## src/rtl/serial_subtractor.sv

```systemverilog
// Digit-serial subtractor: diff = a - b - bin, DIGIT bits per clock, LSB slice first.
// Start/busy/done handshake; diff, bout and ovf are held until the next completion.
module serial_subtractor #(
    parameter int WIDTH = 8,
    parameter int DIGIT = 1
) (
    input  logic             clk,
    input  logic             rst_n,
    input  logic             start,
    input  logic [WIDTH-1:0] a,
    input  logic [WIDTH-1:0] b,
    input  logic             bin,
    output logic             busy,
    output logic             done,
    output logic [WIDTH-1:0] diff,
    output logic             bout,
    output logic             ovf
);

    localparam int L     = WIDTH / DIGIT;
    localparam int CNT_W = (L > 1) ? $clog2(L) : 1;

    generate
        if (WIDTH < 2 || DIGIT < 1 || (WIDTH % DIGIT) != 0) begin : g_bad_params
            $error("serial_subtractor: WIDTH must be >= 2 and a multiple of DIGIT >= 1");
        end
    endgenerate

    typedef enum logic {IDLE, RUN} state_e;

    state_e             state_q;
    logic [WIDTH-1:0]   a_q, b_q, res_q;
    logic [CNT_W-1:0]   cnt_q;
    logic               borrow_q;
    logic               a_sign_q, b_sign_q;
    logic               busy_q, done_q, bout_q, ovf_q;
    logic [WIDTH-1:0]   diff_q;

    logic [DIGIT:0]       slice;
    logic [WIDTH+DIGIT-1:0] res_wide;
    logic [WIDTH-1:0]     res_d;
    logic                 borrow_d;
    logic                 last;

    // NOTE: every always_comb output gets a default first so no path can leave it unassigned and infer a latch.
    always_comb begin
        slice    = '0;
        res_wide = '0;
        res_d    = '0;
        borrow_d = 1'b0;
        last     = 1'b0;

        slice    = {1'b0, a_q[DIGIT-1:0]} - {1'b0, b_q[DIGIT-1:0]} - {{DIGIT{1'b0}}, borrow_q};
        borrow_d = slice[DIGIT];
        res_wide = {slice[DIGIT-1:0], res_q};
        res_d    = res_wide[WIDTH+DIGIT-1:DIGIT];
        last     = (cnt_q == CNT_W'(L - 1));
    end

    // NOTE: sequential state uses non-blocking assignments so every register sees pre-edge values.
    always_ff @(posedge clk or negedge rst_n) begin
        if (!rst_n) begin
            state_q  <= IDLE;
            a_q      <= '0;
            b_q      <= '0;
            res_q    <= '0;
            cnt_q    <= '0;
            borrow_q <= 1'b0;
            a_sign_q <= 1'b0;
            b_sign_q <= 1'b0;
            busy_q   <= 1'b0;
            done_q   <= 1'b0;
            diff_q   <= '0;
            bout_q   <= 1'b0;
            ovf_q    <= 1'b0;
        end else begin
            done_q <= 1'b0;
            if (state_q == IDLE) begin
                if (start) begin
                    a_q      <= a;
                    b_q      <= b;
                    a_sign_q <= a[WIDTH-1];
                    b_sign_q <= b[WIDTH-1];
                    borrow_q <= bin;
                    cnt_q    <= '0;
                    busy_q   <= 1'b1;
                    state_q  <= RUN;
                end
            end else begin
                a_q      <= a_q >> DIGIT;
                b_q      <= b_q >> DIGIT;
                res_q    <= res_d;
                borrow_q <= borrow_d;
                cnt_q    <= cnt_q + 1'b1;
                if (last) begin
                    diff_q  <= res_d;
                    bout_q  <= borrow_d;
                    // Operands of differing sign whose result sign differs from a: out of range.
                    ovf_q   <= (a_sign_q ^ b_sign_q) & (a_sign_q ^ res_d[WIDTH-1]);
                    done_q  <= 1'b1;
                    busy_q  <= 1'b0;
                    state_q <= IDLE;
                end
            end
        end
    end

    assign busy = busy_q;
    assign done = done_q;
    assign diff = diff_q;
    assign bout = bout_q;
    assign ovf  = ovf_q;

endmodule

```

## config.mk

```make
export PLATFORM = sky130hd
export DESIGN_NAME = serial_subtractor
export DESIGN_NICKNAME = d
export VERILOG_FILES = /design/src/rtl/serial_subtractor.sv
export SDC_FILE = /design/constraint.sdc
export NUM_CORES = 1
export LEC_CHECK = 0
export BUFFER_PORTS_ARGS = -buffer_cell sky130_fd_sc_hd__buf_2
export CORE_MARGIN = 2
export CORE_UTILIZATION = 45
export CTS_CLUSTER_SIZE = 28
export DETAILED_ROUTE_END_ITERATION = 10
export PLACE_DENSITY = 0.66
export SYNTH_ARGS = -nofsm -noshare
export SYNTH_HDL_FRONTEND = slang
export SYNTH_SLANG_ARGS = --single-unit
```

## constraint.sdc

```tcl
create_clock -name clk -period 3.6 [get_ports clk]
set_input_delay 0 -clock clk [delete_from_list [all_inputs] [get_ports clk]]
set_output_delay 0 -clock clk [all_outputs]
set_load 0.1 [all_outputs]
```

==> results of run 1 <==
==> worst reg2reg max path, delay by kind of cell (launching register included) <==
family | cells | cell delay, ns
flip-flops | 1 | 0.57
buffers and inverters | 1 | 0.41
multiplexers | 1 | 0.30
AND/OR/NAND/NOR | 1 | 0.23
==> area by class of cell <==
class                   instances  area share, %
clock buffers                   6           3.73
multi-input cells              86           30.6
well taps                      50           2.82
clock inverters                 2           2.71
inverters                       5          0.847
flip-flops and latches         42           47.5
repair buffers                 42           11.9
==> repair_timing <==
| item | in CTS | in global routing |
|---|---|---|
| endpoints found under the hold margin | 52 | 0 |
| setup buffers | 0 | 0 |
| hold buffers | 10 | 0 |
| endpoints found under the setup margin | 0 | 0 |
==> registers in the layout, summed over array words and instances (netlist names) <==
| name | count |
|---|---|
| a_q | 8 |
| b_q | 8 |
| diff | 8 |
| res_q | 7 |
| cnt_q | 3 |
| a_sign_q | 1 |
| b_sign_q | 1 |
| borrow_q | 1 |
| bout | 1 |
| busy | 1 |
| done | 1 |
| ovf | 1 |
| state_q | 1 |
==> synthesized netlist by cell type <==
cell type and number:
buf_6 4, dfrtp_1 42, inv_2 2, mux2_1 3, nor2_1 4, mux2i_1 18, o21ai_1 17, mux2_2 11
mux2_4 2, inv_1 3, clkbuf_1 1, nand2_1 15, nand3b_1 1, buf_2 2, a21oi_1 1, fa_1 1
o22ai_1 1, a22o_1 2, nand2b_4 1, nand2b_1 1, o21ai_2 1, nand2_2 1, or3b_1 2, ha_1 3
a31oi_1 1
==> cell families after synthesis <==
| kind of cell | after synthesis | share of synthesized area (%) |
|---|---|---|
| AOI/OAI and AO/OA | 23 | 7.14 |
| adders and majority gates | 4 | 3.19 |
| buffers and inverters | 12 | 4.30 |
| DFF | 42 | 58.2 |
| muxes | 34 | 20.4 |
| and+or+nand+nor | 25 | 6.79 |
==> through the flow <==
| stage | utilization [%] | area, sq um | worst slack (ns) | hold slack [ns] |
|---|---|---|---|---|
| floorplan | - | 1810 | 2.11 | -0.296 |
| global placement | 50.0 | 1970 | 2.01 | 0.174 |
| detailed placement | 50.0 | 1970 | 1.99 | 0.195 |
| CTS | 56.2 | 2210 | 1.97 | 0.00185 |
| global route | 56.2 | 2210 | 1.87 | 0.00142 |
| finish | 56.2 | 2210 | 1.97 | 0.00570 |
==> where the power goes <==
group / leakage, nW / internal, mW / switching (mW) / total (mW)
clock network: 0.0714 / 0.296 / 0.156 / 0.452
logic: 0.503 / 0.296 / 0.707 / 1.00
registers: 0.512 / 0.683 / 0.135 / 0.818
total: 1.09 / 1.27 / 0.998 / 2.27
==> routing by layer <==
| metal | wire [um] | vias up | global-route usage, % | part of all wire [%] |
|---|---|---|---|---|
| met5 | 0 | - | 0 | 0 |
| met4 | 47 | 0 | 6.12 | 1.5 |
| met3 | 157 | 5 | 5.67 | 5.0 |
| met2 | 1500 | 21 | 24.6 | 48 |
| met1 | 1430 | 564 | 21.1 | 45 |
| li1 | - | 564 | - | - |
==> worst min path at each step <==
stage | from | end | cells after the start
2_1_floorplan | rst_n | a_q[0] | 0
3_3_place_gp | rst_n | a_q[2] | 1
3_5_place_dp | rst_n | a_q[3] | 1
4_1_cts | b[5] | b_q[5] | 3
5_1_grt | a[6] | a_q[6] | 3
6_report | b[5] | b_q[5] | 3
==> impl_results.md, run 1 <==
* DR vias/cell at 4.95
* Share of the synthesized area in the top cell type at 58.2%
* Htree depth at 2
* Static Leak at 1.09 nW
* Post-synthesis cell type count at 25
* Worst Path Arrival at 1.80 ns
* Area added between synthesis and finish at 22.7%
* CORE AREA at 0.00394 sq mm
* Top post-synthesis cells by area: dfrtp_1 58%, mux2i_1 10%, mux2_2 6.9%, o21ai_1 4.7%, nand2_1 3.1%
* Die area at 0.00453 sq mm
* HP Class: in -> reg
* Final hold vios at 0
* Levels on crit path at 3
* Storage element area at 0.00105 sq mm
* Number of warning messages in the yosys log at 0
* Initial antenna violation count at 0
* Vias in the first global route at roughly 1,200
* CP required at 3.77 ns
* Cell taking the most area after synthesis: dfrtp_1
* DR pass1 iterations at 4
* TritonCTS buffer count at 5
* CP Buf/Inv Count at 1
* Die height at roughly 67 um
* Antenna Nets Post-Route at 0
* Largest net degree at the start of global routing at 43
* Commonest non-fill, non-tap cell in the layout: dfrtp_1
* Clock skew at about 0.0067 ns
* # IOs at 32
* First-pass GRT wire length at 5300 um
* Die width at 67.3 um
* Share of cells above drive strength 1 at 31.7%
* Slew margin rel. at roughly two fifths
* Max Slew Vio Count at 0
* Crit. Startpoint: state_q
* Status: complete, no violations
* R2R Setup Slk at 1.97 ns
* Post-synthesis sequential area ratio at 58.2%
* Initial DRC count at slightly above 60
* Synth Cell Area at 0.00181 sq mm
* Worst Setup Start Kind: flip-flop
* Post-route insts no fill at 233
* FP Rows at 23
* RSZ-0062 raised after global routing: false
* DRC at 0
* Highest-count cells in the layout ignoring fill and taps: 42 x dfrtp_1, 31 x buf_2, 18 x mux2i_1, 17 x o21ai_1, 15 x nand2_1
* Syn Nets at around 160
* Area of the multi-input gates at between 600 and 700 sq um
* End point of the critical path: b_sign_q
* Setup crit end kind: flip-flop
* Worst path max stage delay at ~0.57 ns
* GR Util All Layers at 16.1%
* FF-to-FF End: b_sign_q
* Total power at 2.27 mW
* Nets at approximately 210
* Routability cong. at 0.730
* Final clock period utilization by the worst path at roughly 45%
* TritonCTS clock tree: done
* Critical path class: reg -> reg
* PD cells at 1030 mW/mm^2
* Final min period at between 1.5 and 2 ns
* Synth Area per Inst at between 10 and 15 sq um
* Final setup fails at 0
* Post-CTS Resized at 0
* Starting Density at a little under half
* Maxcap violations at 0
* Actual slew at the worst max-slew pin at slightly above 0.9 ns
* Crit-path slowest cell: dfrtp_1
* Clock Latency Late Sink at 0.29 ns
* CTS root buffer: clkbuf_8
* Via count at roughly 1,200
* Post-Syn Instances at 140
* Clock Tree Buf Depth at 2
* CTS sink cnt at 42
* Port Buf Inserts at 31
* GRT overflow at 0
* Worst VDD drop at 617 uV
* Clock slew seen by the registers of the worst setup and hold paths at roughly 0.08 ns
* Setup TNS at 0 ns
* Critical-path cell list: buf_4 -> nand2b_4 -> mux2_4
* Routed len/inst at 13.4 um
* Total wire length at approximately 3100 um
* Max Fanout on Critical Path at 39
* Final HPWL DP at approximately 2100 um
* Final-layout fill cell count at 337
* R2R depth at 3
* N_diodes at 0
* Reg2reg start: state_q
* Max Freq at 615 MHz
* Top Family by Delay on Critical Path: flip-flops
* Dpl cells at 215
* FF+latch count, synth at 42
No activity file was read; power rests on OpenSTA's default activity.
==> inputs of run 2 (changes only) <==
==> constraint.sdc (replaced) <==
create_clock -name clk -period 1.6 [get_ports clk]
set_input_delay 0 -clock clk [delete_from_list [all_inputs] [get_ports clk]]
set_output_delay 0 -clock clk [all_outputs]
set_load 0.1 [all_outputs]
==> impl_results.md, run 2 (synthesis gave the netlist of run 1 again) <==
* CP required at 1.78 ns
* Starting Density at 45.8%
* Vias in the first global route at 1,182
* Routed len/inst at 12.8 um
* Area of the multi-input gates at 682 sq um
* DR pass1 iterations at 4
* Via count at 1,148
* Setup crit end kind: flip-flop
* GRT overflow at 0
* Final hold vios at 0
* Crit-path slowest cell: dfrtp_1
* Initial antenna violation count at 0
* Dpl cells at 219
* Htree depth at 2
* Clock slew seen by the registers of the worst setup and hold paths at ~0.080 ns
* Worst path max stage delay at 0.41 ns
* N_diodes at 0
* Clock Latency Late Sink at 0.29 ns
* Die height at 67.3 um
* Final-layout fill cell count at 321
* GR Util All Layers at 16.2%
* CP Buf/Inv Count at 1
* Commonest non-fill, non-tap cell in the layout: dfrtp_1
* RSZ-0062 raised after global routing: false
* Total wire length at around 3100 um
* Port Buf Inserts at 31
* Worst VDD drop at 1630 uV
* TritonCTS buffer count at 5
* TritonCTS clock tree: done
* Static Leak at about 1.1 nW
* Actual slew at the worst max-slew pin at 0.603 ns
* Worst Path Arrival at 1.70 ns
* Die width at 67.3 um
* Final setup fails at 0
* R2R Setup Slk at 0.08 ns
* Clock skew at 0.00856 ns
* Antenna Nets Post-Route at 0
* Top Family by Delay on Critical Path: adder cells
* DRC at 0
* Clock Tree Buf Depth at 2
* Nets at 215
* Final min period at 1.52 ns
* Routability cong. at 0.757
* Status: complete, no violations
* Storage element area at 0.00105 sq mm
* Post-Route Utilization at 57.5%
* Largest net degree at the start of global routing at 43
* CTS sink cnt at 42
* HP Class: in -> reg
* Critical path class: reg -> reg
* Worst Setup Start Kind: flip-flop
* Highest-count cells in the layout ignoring fill and taps: 42 x dfrtp_1, 31 x buf_2, 18 x mux2i_1, 17 x o21ai_1
* Max Freq at 659 MHz
* DR vias/cell at 4.74
* Final HPWL DP at around 2100 um
* Critical-path cell list: ha_1 -> ha_1 -> nand2_4 -> inv_2 -> mux2_1
* # IOs at 32
* CORE AREA at slightly below 0.004 sq mm
* FP Rows at 23
* Setup TNS at 0 ns
* Final clock period utilization by the worst path at 94.8%
* CTS root buffer: clkbuf_8
* Share of cells above drive strength 1 at 32.3%
* Area added between synthesis and finish at 25.5%
* First-pass GRT wire length at 5390 um
* Initial DRC count at 60
* Max Slew Vio Count at 0
* Maxcap violations at 0
* CP dominant cell by count: ha_1
* Die area at ~0.0045 sq mm
* PD cells at 2200 mW/mm^2
* Post-route insts no fill at about 240
* Max Fanout on Critical Path at 9
* Total power at 4.98 mW
* Slew margin rel. at 59.8%
[run 2: cell type report]
type | count | share of cell area [%]
clock inverters | 3 | 1.77
multi-input cells | 86 | 30.1
clock buffers | 5 | 3.04
well taps | 50 | 2.76
repair buffers | 51 | 15.1
inverters | 5 | 0.828
flip-flops and latches | 42 | 46.4
[run 2: per-stage QoR]
| stage | hold slack [ns] | instance area, sq um | worst slack, ns |
|---|---|---|---|
| final | 0.00841 | 2270 | 0.0827 |
| after global routing | 0.0134 | 2270 | 0.00496 |
| after CTS | 0.00847 | 2270 | 0.0616 |
| after detailed placement | 0.0984 | 2000 | 0.00449 |
| after global placement | 0.0886 | 2000 | 0.0824 |
| after floorplan | -0.296 | 1810 | 0.114 |
[run 2: final timing paths]
path                               start       end  cells past startpoint
worst max-delay path            cnt_q[0]   diff[0]                      5
worst min-delay path                a[5]    a_q[5]                      3
worst max register to register  cnt_q[0]   diff[0]                      5
worst min register to register  cnt_q[0]  cnt_q[0]                      1
max in group asynchronous          rst_n    b_q[1]                      3
min in group asynchronous          rst_n   state_q                      3
[run 2: timing repair]
| action | CTS | global route |
|---|---|---|
| buffers inserted | 0 | 0 |
| hold buffers | 15 | 0 |
| setup endpoints to repair | 1 | 0 |
| resized for setup | 1 | 0 |
| hold endpoints to repair | 58 | 0 |
[run 2: layer usage]
| layer | part of all wire (%) | global-route usage (%) | routed length [um] | vias to the layer above |
|---|---|---|---|---|
| met5 | 0 | 0 | 0 | - |
| met3 | 4.1 | 5.00 | 127 | 5 |
| li1 | - | - | - | 585 |
| met1 | 47 | 21.1 | 1460 | 538 |
| met2 | 48 | 25.5 | 1470 | 20 |
| met4 | 1.1 | 6.12 | 34 | 0 |
[run 2: report_power, final]
part	leakage [nW]	internal [mW]	switching [mW]
logic	0.547	0.734	1.60
registers	0.512	1.54	0.302
clock network	0.0579	0.459	0.345
[run 2: worst min-delay path, stage by stage]
cell     delay (ns)
buf_2          0.08
mux2i_1        0.06
o21ai_1        0.11
